**src/rtl/seq_left_shift_pkg.sv**
```systemverilog
// rtl/seq_left_shift_pkg.sv - shared constants and state encoding for the sequential left shifter
//
// Purpose : operand/shift-amount widths and the FSM state type used by the
//           shifter, its interface and the testbench.
// Ports   : none (package).
package seq_left_shift_pkg;

    localparam int WIDTH   = 32;
    localparam int SHAMT_W = 5;

    typedef enum logic [1:0] {
        ST_IDLE  = 2'd0,
        ST_SHIFT = 2'd1,
        ST_DONE  = 2'd2
    } state_t;

endpackage

```
**src/rtl/seq_left_shift_if.sv**
```systemverilog
// rtl/seq_left_shift_if.sv - request/response bundle for the sequential left shifter
//
// Purpose : groups the start/operand request and the ready/result response.
// Signals : start, x, shamt        (master -> slave)
//           ready, result_valid,
//           result, ovf            (slave -> master)
interface seq_left_shift_if #(
    parameter int WIDTH   = seq_left_shift_pkg::WIDTH,
    parameter int SHAMT_W = seq_left_shift_pkg::SHAMT_W
);

    logic               start;
    logic [WIDTH-1:0]   x;
    logic [SHAMT_W-1:0] shamt;
    logic               ready;
    logic               result_valid;
    logic [WIDTH-1:0]   result;
    logic               ovf;

    modport master (
        output start, x, shamt,
        input  ready, result_valid, result, ovf
    );

    modport slave (
        input  start, x, shamt,
        output ready, result_valid, result, ovf
    );

endinterface

```
**src/rtl/seq_left_shift_left_shift_2.sv**
```systemverilog
// rtl/seq_left_shift_left_shift_2.sv - fixed 2-bit logical left shift
//
// Purpose : combinational x << 2 with zero fill; the two-position step of the
//           sequential shifter.
// Ports   : i_x [WIDTH-1:0]  operand
//           o_y [WIDTH-1:0]  i_x shifted left by two, o_y[1:0] = 0
module left_shift_2
    import seq_left_shift_pkg::*;
#(
    parameter int W = WIDTH
) (
    input  logic [W-1:0] i_x,
    output logic [W-1:0] o_y
);

    assign o_y = {i_x[W-3:0], 2'b00};

endmodule

```
**src/rtl/seq_left_shift.sv**
```systemverilog
// rtl/seq_left_shift.sv - multi-cycle 32-bit logical left shifter with signed overflow flag
//
// Purpose : shifts x left by shamt, retiring two positions per cycle (one on
//           the last odd step), and flags when x * 2^shamt does not fit in
//           32-bit two's complement.
// Ports   : clock  rising-edge clock
//           reset  asynchronous active-low reset
//           bus    seq_left_shift_if.slave (start/x/shamt in,
//                  ready/result_valid/result/ovf out)
module seq_left_shift
    import seq_left_shift_pkg::*;
(
    input  logic              clock,
    input  logic              reset,
    seq_left_shift_if.slave   bus
);

    state_t             r_state;
    state_t             w_state_next;
    logic [WIDTH-1:0]   r_acc;
    logic [SHAMT_W-1:0] r_rem;
    logic               r_ovf;

    logic [WIDTH-1:0]   w_acc_sh2;
    logic               w_ovf_step2;
    logic               w_ovf_step1;

    left_shift_2 #(.W(WIDTH)) u_left_shift_2 (
        .i_x (r_acc),
        .o_y (w_acc_sh2)
    );

    // A step overflows when any bit about to become the sign bit differs
    // from the current sign bit.
    assign w_ovf_step2 = (r_acc[WIDTH-1] != r_acc[WIDTH-2]) ||
                         (r_acc[WIDTH-1] != r_acc[WIDTH-3]);
    assign w_ovf_step1 = (r_acc[WIDTH-1] != r_acc[WIDTH-2]);

    always_ff @(posedge clock or negedge reset) begin
        if (!reset) begin
            r_state <= ST_IDLE;
        end else begin
            r_state <= w_state_next;
        end
    end

    always_comb begin
        w_state_next = r_state;
        case (r_state)
            ST_IDLE: begin
                if (bus.start) begin
                    w_state_next = (bus.shamt != '0) ? ST_SHIFT : ST_DONE;
                end
            end
            ST_SHIFT: begin
                // rem is never 0 here; rem of 1 or 2 finishes on this edge.
                if (r_rem <= SHAMT_W'(2)) begin
                    w_state_next = ST_DONE;
                end
            end
            ST_DONE: begin
                w_state_next = ST_IDLE;
            end
            default: begin
                w_state_next = ST_IDLE;
            end
        endcase
    end

    always_ff @(posedge clock or negedge reset) begin
        if (!reset) begin
            r_acc <= '0;
            r_rem <= '0;
            r_ovf <= 1'b0;
        end else begin
            case (r_state)
                ST_IDLE: begin
                    if (bus.start) begin
                        r_acc <= bus.x;
                        r_rem <= bus.shamt;
                        r_ovf <= 1'b0;
                    end
                end
                ST_SHIFT: begin
                    if (r_rem >= SHAMT_W'(2)) begin
                        r_acc <= w_acc_sh2;
                        r_rem <= r_rem - SHAMT_W'(2);
                        r_ovf <= r_ovf | w_ovf_step2;
                    end else begin
                        r_acc <= {r_acc[WIDTH-2:0], 1'b0};
                        r_rem <= '0;
                        r_ovf <= r_ovf | w_ovf_step1;
                    end
                end
                default: begin
                end
            endcase
        end
    end

    assign bus.ready        = (r_state == ST_IDLE);
    assign bus.result_valid = (r_state == ST_DONE);
    assign bus.result       = r_acc;
    assign bus.ovf          = r_ovf;

endmodule

```
**src/flat_wrapper.sv**
```systemverilog
// flat-port wrapper written by rule: the top's interface ports become plain ports
module seq_left_shift_flat import seq_left_shift_pkg::*;
  (clock, reset, bus_start, bus_x, bus_shamt, bus_ready, bus_result_valid, bus_result, bus_ovf);
  seq_left_shift_if bus_i ();
  input  logic clock;
  input  logic reset;
  input wire logic [$bits(bus_i.start)-1:0] bus_start;
  input wire logic [$bits(bus_i.x)-1:0] bus_x;
  input wire logic [$bits(bus_i.shamt)-1:0] bus_shamt;
  output wire logic [$bits(bus_i.ready)-1:0] bus_ready;
  output wire logic [$bits(bus_i.result_valid)-1:0] bus_result_valid;
  output wire logic [$bits(bus_i.result)-1:0] bus_result;
  output wire logic [$bits(bus_i.ovf)-1:0] bus_ovf;
  assign bus_i.start = bus_start;
  assign bus_i.x = bus_x;
  assign bus_i.shamt = bus_shamt;
  assign bus_ready = bus_i.ready;
  assign bus_result_valid = bus_i.result_valid;
  assign bus_result = bus_i.result;
  assign bus_ovf = bus_i.ovf;
  seq_left_shift u_core (.clock(clock), .reset(reset), .bus(bus_i));
endmodule
```
**config.mk**
```make
export PLATFORM = sky130hd
export DESIGN_NAME = seq_left_shift_flat
export DESIGN_NICKNAME = d
export VERILOG_FILES = /design/src/rtl/seq_left_shift_pkg.sv /design/src/rtl/seq_left_shift_if.sv /design/src/rtl/seq_left_shift_left_shift_2.sv /design/src/rtl/seq_left_shift.sv /design/src/flat_wrapper.sv
export SDC_FILE = /design/constraint.sdc
export NUM_CORES = 1
export LEC_CHECK = 0
export BUFFER_PORTS_ARGS = -buffer_cell sky130_fd_sc_hd__buf_4
export CAP_MARGIN = 30
export CORE_ASPECT_RATIO = 1.5
export CORE_UTILIZATION = 54
export DETAILED_ROUTE_END_ITERATION = 6
export MAX_ROUTING_LAYER = met4
export PLACE_DENSITY_LB_ADDON = 0.2
export SETUP_SLACK_MARGIN = 0.15
export SLEW_MARGIN = 10
export SYNTH_ARGS = -nofsm -noshare
export SYNTH_HDL_FRONTEND = slang
export SYNTH_SLANG_ARGS = --single-unit
```
**constraint.sdc**
```tcl
create_clock -name clock -period 2 [get_ports clock]
set_input_delay 0.1 -clock clock [delete_from_list [all_inputs] [get_ports clock]]
set_output_delay 0.1 -clock clock [all_outputs]
set_load 0.1 [all_outputs]
```
==> results.py <==
metrics = {
    "cts": {
        "clockBufferDepth": 2,
        "tritoncts": "yes",
        "cts_buffers": 5,
        "clk_latency_ns": 0.29,
        "clock-sinks": 40,
        "h-tree-depth": 2,
        "root_buffer": "clkbuf_8",
        "clk_pin_slew_ns": 0.08,
    },
    "worst_setup_path": {
        "critPathTopFamily": "simple AND/OR/NAND/NOR gates",
        "rr_startpoint": "u_core.r_rem[2]",
        "path_max_fanout": 12,
        "r2r_slack_ns": 0.22,
        "worstSetupStartpointType": "flip-flop",
        "crit_type": "reg -> reg",
        "arrival_ns": 1.93,
        "cp-endpoint": "u_core.bus.result[28]",
        "cp.required_ns": 2.16,
        "cp-startpoint": "u_core.r_rem[2]",
        "worst-path-buf-inv": 2,
        "regToRegEndpoint": "u_core.bus.result[28]",
        "crit_slowest_cell": "or3b_4",
        "reg2regPathDepth": 6,
        "max_stage_delay_ns": 0.48,
        "path_cells": "inv_1 > ha_2 > or3b_4 > nor2_4 > buf_12 > o211ai_1",
        "crit_cells": 6,
        "endpoint_kind": "flip-flop",
    },
    "finish": {
        "multiInputGateArea_mm2": 0.00172,
        "fill_cells": 412,
        "area.growth.synth_to_final_pct": 25.3,
        "nets": 410,
        "layout-drive-gt1-share": 0.343,
        "antenna_cells": 0,
        "seqCellArea_mm2": 0.00100,
    },
    "synthesis": {
        "yosys_most_used_dff": "dfrtp_1",
        "syn-cell-area_mm2": 0.00291,
        "synth_edf_count": 0,
        "synth.top_cells.by_area": "dfrtp_1 (34%), o211ai_1 (7.0%), nor3b_1 (6.7%), nor4bb_1 (5.9%), a211oi_1 (5.7%)",
        "yosysTopAreaCell": "dfrtp_1",
        "syn_avg_cell_area_um2": 9.47,
        "synth_seq_area_share": 0.344,
        "netlist_instances": 307,
        "yosysUniqueCellTypes": 44,
        "yosysWarnings": 0,
        "async_flop_share": 1.00,
        "ys_ff_latch": 40,
        "synth_most_common_cell": "dfrtp_1",
        "syn_nets": 348,
        "synth_top_area_share": 0.344,
        "synth_common_cells": "dfrtp_1 (40), o211ai_1 (27), nor3b_1 (26)",
    },
    "floorplan": {
        "rows": 32,
        "die_h_um": 91.9,
        "coreArea_mm2": 0.00516,
        "floorplan.initialDensity": 0.563,
        "die_area_mm2": 0.00569,
        "die_w_um": 61.9,
        "io_pins": 75,
    },
    "global_routing": {
        "grt_max_degree": 69,
        "grt_pass1_wl_mm": 13.0,
        "antenna_found_initial": 0,
        "grt_pass1_vias": 2821,
        "overflow": 0,
        "grt_usage": 0.308,
    },
    "sta": {
        "fmax_ghz": 0.563,
        "max_slew_margin": 0.625,
        "finalCritPeriodShare": 0.888,
        "skew_ns": 0.00525,
        "rsz0062_at_grt": "yes",
        "worstMarginPinSlew_ns": 0.563,
        "report.final.slew_viol_count": 0,
        "fin_setup_tns_ns": 0,
        "hold_viol": 0,
        "setup_viol": 0,
        "period_minus_slack_ns": 1.78,
    },
    "worst_hold_path": {
        "min_path_type": "in -> reg",
    },
    "detailed_routing": {
        "vias": 2839,
        "avgViaCountPerCell": 6.48,
        "ant_nets": 0,
        "drc": 0,
        "routed_wl_mm": 7.87,
        "drt_iter0_markers": 125,
        "detail_route.first_pass.iterations": 5,
        "wl_per_cell_um": 18.0,
    },
    "placed_design": {
        "place.gp.congestion": 0.870,
        "dp_hpwl_mm": 5.19,
        "portBuffers": 74,
    },
    "flow_run": {
        "drv_cap": 0,
    },
    "run_status": {
        "status": "completed",
    },
}
==> cell type report <==
class                      count  area share
clock inverter                 3      0.0117
sequential                    40       0.275
tap                           68      0.0233
multi-input combinational    228       0.473
inverter                       3     0.00309
clock buffer                   5      0.0189
timing repair buffer          91       0.195
==> worst min path at each step <==
stage / end / depth (start not counted) / start
final: u_core.r_state[1] / 2 / bus_shamt[3]
after global routing: u_core.r_state[1] / 2 / bus_shamt[3]
after CTS: u_core.r_state[1] / 2 / bus_shamt[3]
after detailed placement: u_core.r_state[0] / 1 / reset
after global placement: u_core.r_state[0] / 1 / reset
after floorplan: u_core.bus.ovf / 0 / reset
==> registers in the layout (all words and copies together), names as in the netlist <==
register,cells
u_core.bus.ovf,1
u_core.bus.result,32
u_core.r_rem,5
u_core.r_state,2
==> kinds of logic after synthesis <==
family / Yosys count / share of synthesized area
AOI/OAI and AO/OA: 99 / 0.262
xor gates and xnor gates: 1 / 0.00301
adders and majority gates: 1 / 0.00430
buffers and inverters: 40 / 0.0731
DFF: 40 / 0.344
and+or+nand+nor: 126 / 0.313
==> stage by stage <==
stage	instance area (µm²)	std cells	worst slack [ns]	hold slack (ns)	util
6_report	3640	438	0.223	0.0234	0.706
5_1_grt	3640	438	0.148	0.0341	0.706
4_1_cts	3630	437	0.193	0.0188	0.703
3_5_place_dp	3480	426	0.0854	0.108	0.674
3_3_place_gp	3480	426	0.138	0.103	0.674
2_1_floorplan	2910	307	0.105	-0.196	-
==> layer usage <==
layer / track usage / part of all wire / vias to the layer above
met5: - / 0 / -
met4: 0.120 / 0.014 / 0
met3: 0.0423 / 0.043 / 10
met2: 0.490 / 0.53 / 84
met1: 0.388 / 0.42 / 1406
li1: - / - / 1339
==> cells in the final DEF, fill, tap and decap left out, types with 2 or more instances in the layout <==
cell type / count
a211oi_1: 22
or3b_4: 2
a31oi_1: 6
o31ai_1: 2
dfrtp_1: 38
o21bai_1: 2
inv_1: 3
nor2b_1: 8
nor3b_2: 2
buf_4: 88
nand2_1: 17
o211ai_2: 9
o211ai_1: 27
and4bb_2: 6
nand3_1: 8
nor4bb_1: 17
or3b_1: 2
a311oi_1: 2
or4b_1: 4
a21oi_1: 6
nand2b_1: 8
clkbuf_8: 5
o21ai_0: 9
nand4_1: 13
nor2_1: 2
a22oi_1: 2
o221ai_1: 2
o311ai_0: 6
buf_12: 2
dfrtp_2: 2
and2_1: 2
nor3b_1: 26
or4b_2: 2
==> what timing repair did <==
action,4_1_cts,5_1_grt
hold buffers,1,0
endpoints found under the setup margin,15,27
hold endpoints to repair,40,0
setup buffers,2,0
pin swaps,1,0
cloned,0,1
gates resized for setup,0,3
Power is left out: the tool's default activity adds up to more than one toggle a clock period on the data nets, which glitch-free logic cannot reach.
